==> src/rtl/mem_access_unit_if.sv <==
// rtl/mem_access_unit_if.sv - memory-op package plus request/memory/completion interface for mem_access_unit
//
// Package mem_access_unit_pkg: decode_mem_op_t (OP_MEM_LD, OP_MEM_LDU, OP_MEM_ST).
// Interface mem_access_unit_if #(XLEN, TAG_W):
//   pipeline request : i_req_valid, o_req_ready, i_op, i_addr, i_size, i_misalign, i_st_data, i_tag
//   memory port      : o_mem_valid, i_mem_ready, o_mem_addr, o_mem_we, o_mem_wdata, o_mem_wmask,
//                      i_mem_rvalid, i_mem_rdata, i_mem_err
//   completion       : o_resp_valid, i_resp_ready, o_resp_data, o_resp_tag, o_resp_fault
// Signal prefixes are from the unit's point of view; modport slave is the unit, master its environment.

package mem_access_unit_pkg;
    typedef enum logic [1:0] {
        OP_MEM_LD  = 2'd0,
        OP_MEM_LDU = 2'd1,
        OP_MEM_ST  = 2'd2
    } decode_mem_op_t;
endpackage

interface mem_access_unit_if #(
    parameter int XLEN  = 64,
    parameter int TAG_W = 4
);
    import mem_access_unit_pkg::*;

    logic                 i_req_valid;
    logic                 o_req_ready;
    decode_mem_op_t       i_op;
    logic [XLEN-1:0]      i_addr;
    logic [1:0]           i_size;
    logic                 i_misalign;
    logic [XLEN-1:0]      i_st_data;
    logic [TAG_W-1:0]     i_tag;

    logic                 o_mem_valid;
    logic                 i_mem_ready;
    logic [XLEN-1:0]      o_mem_addr;
    logic                 o_mem_we;
    logic [63:0]          o_mem_wdata;
    logic [7:0]           o_mem_wmask;
    logic                 i_mem_rvalid;
    logic [63:0]          i_mem_rdata;
    logic                 i_mem_err;

    logic                 o_resp_valid;
    logic                 i_resp_ready;
    logic [XLEN-1:0]      o_resp_data;
    logic [TAG_W-1:0]     o_resp_tag;
    logic [1:0]           o_resp_fault;

    modport slave (
        input  i_req_valid, i_op, i_addr, i_size, i_misalign, i_st_data, i_tag,
        input  i_mem_ready, i_mem_rvalid, i_mem_rdata, i_mem_err, i_resp_ready,
        output o_req_ready, o_mem_valid, o_mem_addr, o_mem_we, o_mem_wdata, o_mem_wmask,
        output o_resp_valid, o_resp_data, o_resp_tag, o_resp_fault
    );

    modport master (
        output i_req_valid, i_op, i_addr, i_size, i_misalign, i_st_data, i_tag,
        output i_mem_ready, i_mem_rvalid, i_mem_rdata, i_mem_err, i_resp_ready,
        input  o_req_ready, o_mem_valid, o_mem_addr, o_mem_we, o_mem_wdata, o_mem_wmask,
        input  o_resp_valid, o_resp_data, o_resp_tag, o_resp_fault
    );
endinterface

==> src/rtl/mem_access_unit.sv <==
// rtl/mem_access_unit.sv - single-outstanding data-memory access unit (load align/extend, store lanes)
//
// Ports:
//   i_clk, i_rst_n (asynchronous, active-low)
//   i_log_fd  trace file descriptor, no functional effect
//   bus       mem_access_unit_if.slave: pipeline request, 64-bit memory port, completion
// Optional feature macro: MEM_RESP_TIMEOUT_EN -- when defined, WAIT gives up after
// TIMEOUT_CYCLES cycles without a response and completes with fault 3.
// Fault codes: 0 none, 1 misalign, 2 bus error, 3 timeout.

module mem_access_unit
    import mem_access_unit_pkg::*;
#(
    parameter int XLEN           = 64,
    parameter int TAG_W          = 4,
    parameter int TIMEOUT_CYCLES = 256
) (
    input  logic                 i_clk,
    input  logic                 i_rst_n,
    input  logic [31:0]          i_log_fd,
    mem_access_unit_if.slave     bus
);

    typedef enum logic [1:0] {S_IDLE, S_REQ, S_WAIT, S_RESP} state_t;

    state_t            state;
    logic              req_ready_q;
    logic              mem_valid_q;
    logic [XLEN-1:0]   mem_addr_q;
    logic              mem_we_q;
    logic [63:0]       mem_wdata_q;
    logic [7:0]        mem_wmask_q;
    logic              resp_valid_q;
    logic [XLEN-1:0]   resp_data_q;
    logic [TAG_W-1:0]  resp_tag_q;
    logic [1:0]        resp_fault_q;

    // Latched request fields needed after the memory request has been issued.
    logic [2:0]        lat_off;
    logic [1:0]        lat_size;
    logic              lat_signed;
    logic              lat_store;

    logic              unused_log;
    assign unused_log = ^i_log_fd;

`ifdef MEM_RESP_TIMEOUT_EN
    localparam int CNT_W = $clog2(TIMEOUT_CYCLES + 1);
    logic [CNT_W-1:0]  wait_cnt;
`else
    localparam int unused_timeout_cycles = TIMEOUT_CYCLES;
`endif

    function automatic logic [7:0] lane_mask(input logic [1:0] size, input logic [2:0] off);
        logic [15:0] m;
        case (size)
            2'b00:   m = 16'h0001;
            2'b01:   m = 16'h0003;
            2'b10:   m = 16'h000F;
            default: m = 16'h00FF;
        endcase
        m = m << off;
        return m[7:0];
    endfunction

    function automatic logic [63:0] lane_data(input logic [XLEN-1:0] st, input logic [2:0] off);
        logic [63:0] d;
        d = 64'(st);
        return d << {off, 3'b000};
    endfunction

    function automatic logic [XLEN-1:0] load_extend(input logic [63:0] rdata, input logic [2:0] off,
                                                     input logic [1:0] size, input logic sgn);
        logic [63:0] sh;
        logic [63:0] r;
        sh = rdata >> {off, 3'b000};
        case (size)
            2'b00:   r = {{56{sgn & sh[7]}},  sh[7:0]};
            2'b01:   r = {{48{sgn & sh[15]}}, sh[15:0]};
            2'b10:   r = {{32{sgn & sh[31]}}, sh[31:0]};
            default: r = sh;
        endcase
        return XLEN'(r);
    endfunction

    always_ff @(posedge i_clk or negedge i_rst_n) begin
        if (!i_rst_n) begin
            state        <= S_IDLE;
            req_ready_q  <= 1'b0;
            mem_valid_q  <= 1'b0;
            mem_addr_q   <= '0;
            mem_we_q     <= 1'b0;
            mem_wdata_q  <= '0;
            mem_wmask_q  <= '0;
            resp_valid_q <= 1'b0;
            resp_data_q  <= '0;
            resp_tag_q   <= '0;
            resp_fault_q <= '0;
            lat_off      <= '0;
            lat_size     <= '0;
            lat_signed   <= 1'b0;
            lat_store    <= 1'b0;
`ifdef MEM_RESP_TIMEOUT_EN
            wait_cnt     <= '0;
`endif
        end else begin
            case (state)
                S_IDLE: begin
                    // Ready is held low for the first cycle out of reset so that
                    // every output reads 0 while reset is asserted.
                    if (req_ready_q && bus.i_req_valid) begin
                        req_ready_q <= 1'b0;
                        lat_off     <= bus.i_addr[2:0];
                        lat_size    <= bus.i_size;
                        lat_signed  <= (bus.i_op == OP_MEM_LD);
                        lat_store   <= (bus.i_op == OP_MEM_ST);
                        resp_tag_q  <= bus.i_tag;
                        if (bus.i_misalign) begin
                            state        <= S_RESP;
                            resp_valid_q <= 1'b1;
                            resp_fault_q <= 2'd1;
                            resp_data_q  <= '0;
                        end else begin
                            state       <= S_REQ;
                            mem_valid_q <= 1'b1;
                            mem_addr_q  <= {bus.i_addr[XLEN-1:3], 3'b000};
                            if (bus.i_op == OP_MEM_ST) begin
                                mem_we_q    <= 1'b1;
                                mem_wdata_q <= lane_data(bus.i_st_data, bus.i_addr[2:0]);
                                mem_wmask_q <= lane_mask(bus.i_size, bus.i_addr[2:0]);
                            end else begin
                                mem_we_q    <= 1'b0;
                                mem_wdata_q <= '0;
                                mem_wmask_q <= '0;
                            end
                        end
                    end else begin
                        req_ready_q <= 1'b1;
                    end
                end

                S_REQ: begin
                    if (bus.i_mem_ready) begin
                        mem_valid_q <= 1'b0;
                        state       <= S_WAIT;
`ifdef MEM_RESP_TIMEOUT_EN
                        wait_cnt    <= '0;
`endif
                    end
                end

                S_WAIT: begin
                    if (bus.i_mem_rvalid) begin
                        state        <= S_RESP;
                        resp_valid_q <= 1'b1;
                        if (bus.i_mem_err) begin
                            resp_fault_q <= 2'd2;
                            resp_data_q  <= '0;
                        end else begin
                            resp_fault_q <= 2'd0;
                            resp_data_q  <= lat_store ? '0 :
                                            load_extend(bus.i_mem_rdata, lat_off, lat_size, lat_signed);
                        end
                    end
`ifdef MEM_RESP_TIMEOUT_EN
                    else if (wait_cnt == CNT_W'(TIMEOUT_CYCLES - 1)) begin
                        state        <= S_RESP;
                        resp_valid_q <= 1'b1;
                        resp_fault_q <= 2'd3;
                        resp_data_q  <= '0;
                    end else begin
                        wait_cnt <= wait_cnt + 1'b1;
                    end
`endif
                end

                S_RESP: begin
                    if (bus.i_resp_ready) begin
                        resp_valid_q <= 1'b0;
                        req_ready_q  <= 1'b1;
                        state        <= S_IDLE;
                    end
                end

                default: state <= S_IDLE;
            endcase
        end
    end

    assign bus.o_req_ready  = req_ready_q;
    assign bus.o_mem_valid  = mem_valid_q;
    assign bus.o_mem_addr   = mem_addr_q;
    assign bus.o_mem_we     = mem_we_q;
    assign bus.o_mem_wdata  = mem_wdata_q;
    assign bus.o_mem_wmask  = mem_wmask_q;
    assign bus.o_resp_valid = resp_valid_q;
    assign bus.o_resp_data  = resp_data_q;
    assign bus.o_resp_tag   = resp_tag_q;
    assign bus.o_resp_fault = resp_fault_q;

endmodule

==> src/flat_wrapper.sv <==
// flat-port wrapper written by rule: the top's interface ports become plain ports
module mem_access_unit_flat import mem_access_unit_pkg::*;
#(
    parameter int XLEN           = 64,
    parameter int TAG_W          = 4,
    parameter int TIMEOUT_CYCLES = 256
)
  (i_clk, i_rst_n, i_log_fd, bus_i_req_valid, bus_i_op, bus_i_addr, bus_i_size, bus_i_misalign, bus_i_st_data, bus_i_tag, bus_i_mem_ready, bus_i_mem_rvalid, bus_i_mem_rdata, bus_i_mem_err, bus_i_resp_ready, bus_o_req_ready, bus_o_mem_valid, bus_o_mem_addr, bus_o_mem_we, bus_o_mem_wdata, bus_o_mem_wmask, bus_o_resp_valid, bus_o_resp_data, bus_o_resp_tag, bus_o_resp_fault);
  mem_access_unit_if #(.XLEN(XLEN), .TAG_W(TAG_W)) bus_i ();
  input  logic i_clk;
  input  logic i_rst_n;
  input  logic [31:0] i_log_fd;
  input wire logic [$bits(bus_i.i_req_valid)-1:0] bus_i_req_valid;
  input wire logic [$bits(bus_i.i_op)-1:0] bus_i_op;
  input wire logic [$bits(bus_i.i_addr)-1:0] bus_i_addr;
  input wire logic [$bits(bus_i.i_size)-1:0] bus_i_size;
  input wire logic [$bits(bus_i.i_misalign)-1:0] bus_i_misalign;
  input wire logic [$bits(bus_i.i_st_data)-1:0] bus_i_st_data;
  input wire logic [$bits(bus_i.i_tag)-1:0] bus_i_tag;
  input wire logic [$bits(bus_i.i_mem_ready)-1:0] bus_i_mem_ready;
  input wire logic [$bits(bus_i.i_mem_rvalid)-1:0] bus_i_mem_rvalid;
  input wire logic [$bits(bus_i.i_mem_rdata)-1:0] bus_i_mem_rdata;
  input wire logic [$bits(bus_i.i_mem_err)-1:0] bus_i_mem_err;
  input wire logic [$bits(bus_i.i_resp_ready)-1:0] bus_i_resp_ready;
  output wire logic [$bits(bus_i.o_req_ready)-1:0] bus_o_req_ready;
  output wire logic [$bits(bus_i.o_mem_valid)-1:0] bus_o_mem_valid;
  output wire logic [$bits(bus_i.o_mem_addr)-1:0] bus_o_mem_addr;
  output wire logic [$bits(bus_i.o_mem_we)-1:0] bus_o_mem_we;
  output wire logic [$bits(bus_i.o_mem_wdata)-1:0] bus_o_mem_wdata;
  output wire logic [$bits(bus_i.o_mem_wmask)-1:0] bus_o_mem_wmask;
  output wire logic [$bits(bus_i.o_resp_valid)-1:0] bus_o_resp_valid;
  output wire logic [$bits(bus_i.o_resp_data)-1:0] bus_o_resp_data;
  output wire logic [$bits(bus_i.o_resp_tag)-1:0] bus_o_resp_tag;
  output wire logic [$bits(bus_i.o_resp_fault)-1:0] bus_o_resp_fault;
  assign bus_i.i_req_valid = bus_i_req_valid;
  assign bus_i.i_op = bus_i_op;
  assign bus_i.i_addr = bus_i_addr;
  assign bus_i.i_size = bus_i_size;
  assign bus_i.i_misalign = bus_i_misalign;
  assign bus_i.i_st_data = bus_i_st_data;
  assign bus_i.i_tag = bus_i_tag;
  assign bus_i.i_mem_ready = bus_i_mem_ready;
  assign bus_i.i_mem_rvalid = bus_i_mem_rvalid;
  assign bus_i.i_mem_rdata = bus_i_mem_rdata;
  assign bus_i.i_mem_err = bus_i_mem_err;
  assign bus_i.i_resp_ready = bus_i_resp_ready;
  assign bus_o_req_ready = bus_i.o_req_ready;
  assign bus_o_mem_valid = bus_i.o_mem_valid;
  assign bus_o_mem_addr = bus_i.o_mem_addr;
  assign bus_o_mem_we = bus_i.o_mem_we;
  assign bus_o_mem_wdata = bus_i.o_mem_wdata;
  assign bus_o_mem_wmask = bus_i.o_mem_wmask;
  assign bus_o_resp_valid = bus_i.o_resp_valid;
  assign bus_o_resp_data = bus_i.o_resp_data;
  assign bus_o_resp_tag = bus_i.o_resp_tag;
  assign bus_o_resp_fault = bus_i.o_resp_fault;
  mem_access_unit #(.XLEN(XLEN), .TAG_W(TAG_W), .TIMEOUT_CYCLES(TIMEOUT_CYCLES)) u_core (.i_clk(i_clk), .i_rst_n(i_rst_n), .i_log_fd(i_log_fd), .bus(bus_i));
endmodule
==> config.mk <==
export PLATFORM = sky130hd
export DESIGN_NAME = mem_access_unit_flat
export DESIGN_NICKNAME = d
export VERILOG_FILES = /design/src/rtl/mem_access_unit_if.sv /design/src/rtl/mem_access_unit.sv /design/src/flat_wrapper.sv
export SDC_FILE = /design/constraint.sdc
export NUM_CORES = 1
export LEC_CHECK = 0
export ABC_AREA = 1
export BUFFER_PORTS_ARGS = -buffer_cell sky130_fd_sc_hd__buf_2
export CORE_MARGIN = 2
export CORE_UTILIZATION = 40
export DETAILED_ROUTE_END_ITERATION = 7
export GPL_TIMING_DRIVEN = 0
export PLACE_DENSITY = 0.68
export SLEW_MARGIN = 20
export SYNTH_ARGS = -nofsm -noshare
export SYNTH_HDL_FRONTEND = slang
export SYNTH_SLANG_ARGS = --single-unit
==> constraint.sdc <==
create_clock -name i_clk -period 5 [get_ports i_clk]
set_clock_uncertainty 0.1 [all_clocks]
set_input_delay 1.5 -clock i_clk [delete_from_list [all_inputs] [get_ports i_clk]]
set_output_delay 1.5 -clock i_clk [all_outputs]
set_load 0.005 [all_outputs]
==> metrics.txt <==
register area share after synthesis 0.466; clock tree sinks 216; CP required 5.38 ns; fin. max-slew vios 0; pwr dens 558 nW/um^2; pre-CTS setup slack 1.25 ns; Syn-to-layout area delta 29.6%; Max-slew headroom 0.415; GP Congestion 0.993; maximum number of pins on one net before global-route repair 98; Crit Path Category in -> reg; Die Y 174 um; gr usage total 0.336; H-tree depth 1; Worst Tran Pin Value 0.868 ns; Synthesis Warnings 0; share of cells above drive strength 1 0.237; Register Area 5410 sq um; Final HPWL DP 41.0 mm; CP cell instances buf_2, nand2_1, o21ai_1, nand3_1, nor2_1, inv_2, nor3_4, buf_2, nand2_1, nand2_1; Fmax achieved 0.309 GHz; mean routed wirelength per cell 21.0 um; total grt overflow 0; Synth cell types 34; vias in the first global route 13,300; Mapped Area 11,600 sq um; fillers 2,884; Yosys top cell area share 0.466; vias per cell 5.35; Worst Path Max Fanout 10; worst hold path class reg -> reg; area occupied by multi-input gates 5490 sq um; most frequent cells in the layout nand2_1 (754), buf_2 (428), dfrtp_1 (216), o21ai_0 (185), nand3_1 (117); cts hold-fix bufs 0; setup ws final 1.77 ns; CP endpoint kind flip-flop; Max VDD drop 0.000340 V; antenna violations before repair 3; dpl cells 2,429; synthesized flop and latch total 216; synth top area cells dfrtp_1 (47%), nand2_1 (24%), o21ai_0 (8.0%); outcome complete, no violations; row count 62; Die Area 30,400 sq um; vias 13,200; DRC viols 0; DRT Pass-1 Iters 5; Worst path most repeated cell nand2_1; PortBufs 412; mean post-synth cell area 7.12 sq um; maximum buffer depth of the clock tree 3; io pins 450; RSZ-0062 raised after global routing false; Initial Util 0.405; post-route minimum period 3.23 ns; final setup violation count 0; CTS clk-pin slew, worst paths 0.06 ns; antenna-violating nets left 0; slowest CP cell nor3_4; final cell count without fillers 2,474; final number of hold-violating endpoints 0; maxcap violations 0; leading cell type in the layout, fill and taps excluded nand2_1; Post-CTS Setup Inserts 0; Yosys top cell by area dfrtp_1; cell family with most CP delay simple AND/OR/NAND/NOR gates; Inserted Clock Buffers 25; max incr delay on CP 0.44 ns; Clock Latency Late Sink 0.54 ns; CP Buf/Inv Count 3; Die W 174 um; CTS-repair resized insts 0; Pleak 8.50 nW; cells after synthesis 1,629; CP arrival 3.62 ns; CTS tree yes; period utilisation layout 0.647; Nets 2,317; CP Launch Type input pin; DRC marker count from the first detailed-route iteration 1,121; Root Driver clkbuf_16; total wire length 52.0 mm; Core ar. 28,600 sq um; first-pass GRT wire length 78.0 mm
[layout make-up]
cell class | instances | share of cell area
Clock inverter | 10 | 0.00841
Tap cell | 384 | 0.0320
Inverter | 63 | 0.0157
Multi-Input combinational cell | 1237 | 0.365
Antenna cell | 3 | 0.000500
Clock buffer | 32 | 0.0454
Sequential cell | 216 | 0.360
Buffer | 115 | 0.0314
Timing Repair Buffer | 414 | 0.142
[report_power, final]
group / internal [mW] / switching, mW / total (mW)
registers: 2.39 / 0.403 / 2.80
logic: 1.26 / 2.51 / 3.76
clock network: 1.07 / 0.760 / 1.83
total: 4.71 / 3.67 / 8.39
[metal layers]
layer,up-vias,wire length (um),GRT usage
li1,6155,-,-
met1,6230,20000,0.406
met2,709,25100,0.581
met3,138,4140,0.0678
met4,0,2660,0.150
met5,-,0,0
[state kept, by name (all words and copies together), names as in the netlist]
register                 flops
u_core.bus.o_mem_addr       61
u_core.bus.o_mem_valid       1
u_core.lat_store             1
u_core.bus.o_resp_valid      1
u_core.lat_off               3
u_core.bus.o_req_ready       1
u_core.bus.o_resp_tag        4
u_core.state                 2
u_core.lat_signed            1
u_core.bus.o_mem_we          1
u_core.bus.o_mem_wdata      64
u_core.lat_size              2
u_core.bus.o_resp_data      64
u_core.bus.o_resp_fault      2
u_core.bus.o_mem_wmask       8
[per-stage QoR]
step	utilization	power [mW]	hold WS [ns]	TNS, ns	instance area (sq um)
3_5_place_dp	0.496	6.53	0.353	0	14200
3_3_place_gp	0.494	6.49	0.350	-305.16	14100
2_1_floorplan	-	4.71	0.365	0	11600
6_report	0.525	8.39	0.364	0	15000
5_1_grt	0.525	8.95	0.387	0	15000
4_1_cts	0.525	8.40	0.367	0	15000
[cell usage after synthesis]
| cell type | instances |
|---|---|
| nand2_2 | 2 |
| o2111ai_1 | 5 |
| nor3_4 | 1 |
| clkinv_1 | 1 |
| o31ai_1 | 5 |
| dfrtp_1 | 216 |
| o21ai_0 | 185 |
| buf_1 | 15 |
| nand3_1 | 117 |
| nor2_4 | 2 |
| or2_2 | 8 |
| inv_1 | 56 |
| o221ai_1 | 3 |
| buf_4 | 5 |
| buf_2 | 17 |
| a22oi_1 | 3 |
| nand4_1 | 2 |
| nor2_1 | 38 |
| nand3_2 | 1 |
| a22o_1 | 7 |
| a21oi_1 | 33 |
| ha_1 | 5 |
| clkbuf_1 | 78 |
| o21ai_1 | 15 |
| o21a_1 | 1 |
| o22ai_1 | 2 |
| mux2i_1 | 7 |
| nand2_1 | 754 |
| o32ai_1 | 1 |
| o211ai_1 | 24 |
| a32o_1 | 3 |
| conb_1 | 1 |
| inv_2 | 6 |
| a31oi_1 | 10 |
[worst register-to-register path: stages, from the launching register on]
cell and delay (ns):
dfrtp_1 0.42, inv_1 0.13, ha_1 0.30, nand3_2 0.27, nor2_4 0.36, nand2_2 0.23
inv_1 0.11, nand2_1 0.26, clkbuf_1 0.37, o211ai_1 0.26
[cells by family after synthesis]
group | share of synthesized area
AND/OR/NAND/NOR | 0.318
AO/OA/AOI/OAI | 0.143
flip-flops | 0.466
buffers and inverters | 0.0611
multiplexers | 0.00605
adder cells (fa/ha/maj) | 0.00540
other | 0.000324
[worst paths after layout]
| path | from | endpoint | slack (ns) | cells after the start |
|---|---|---|---|---|
| setup / recovery | bus_i_req_valid | u_core.bus.o_resp_data[31] | 1.77 | 10 |
| hold / removal | u_core.bus.o_mem_addr[37] | u_core.bus.o_mem_addr[37] | 0.36 | 2 |
| setup reg to reg | u_core.state[1] | u_core.bus.o_mem_wdata[59] | 2.11 | 9 |
| hold reg to reg | u_core.bus.o_mem_addr[37] | u_core.bus.o_mem_addr[37] | 0.36 | 2 |
| max in group asynchronous | i_rst_n | u_core.bus.o_req_ready | 3.22 | 2 |
| min in group asynchronous | i_rst_n | u_core.bus.o_resp_data[3] | 0.75 | 1 |
Power figures use the tool's default switching activity.
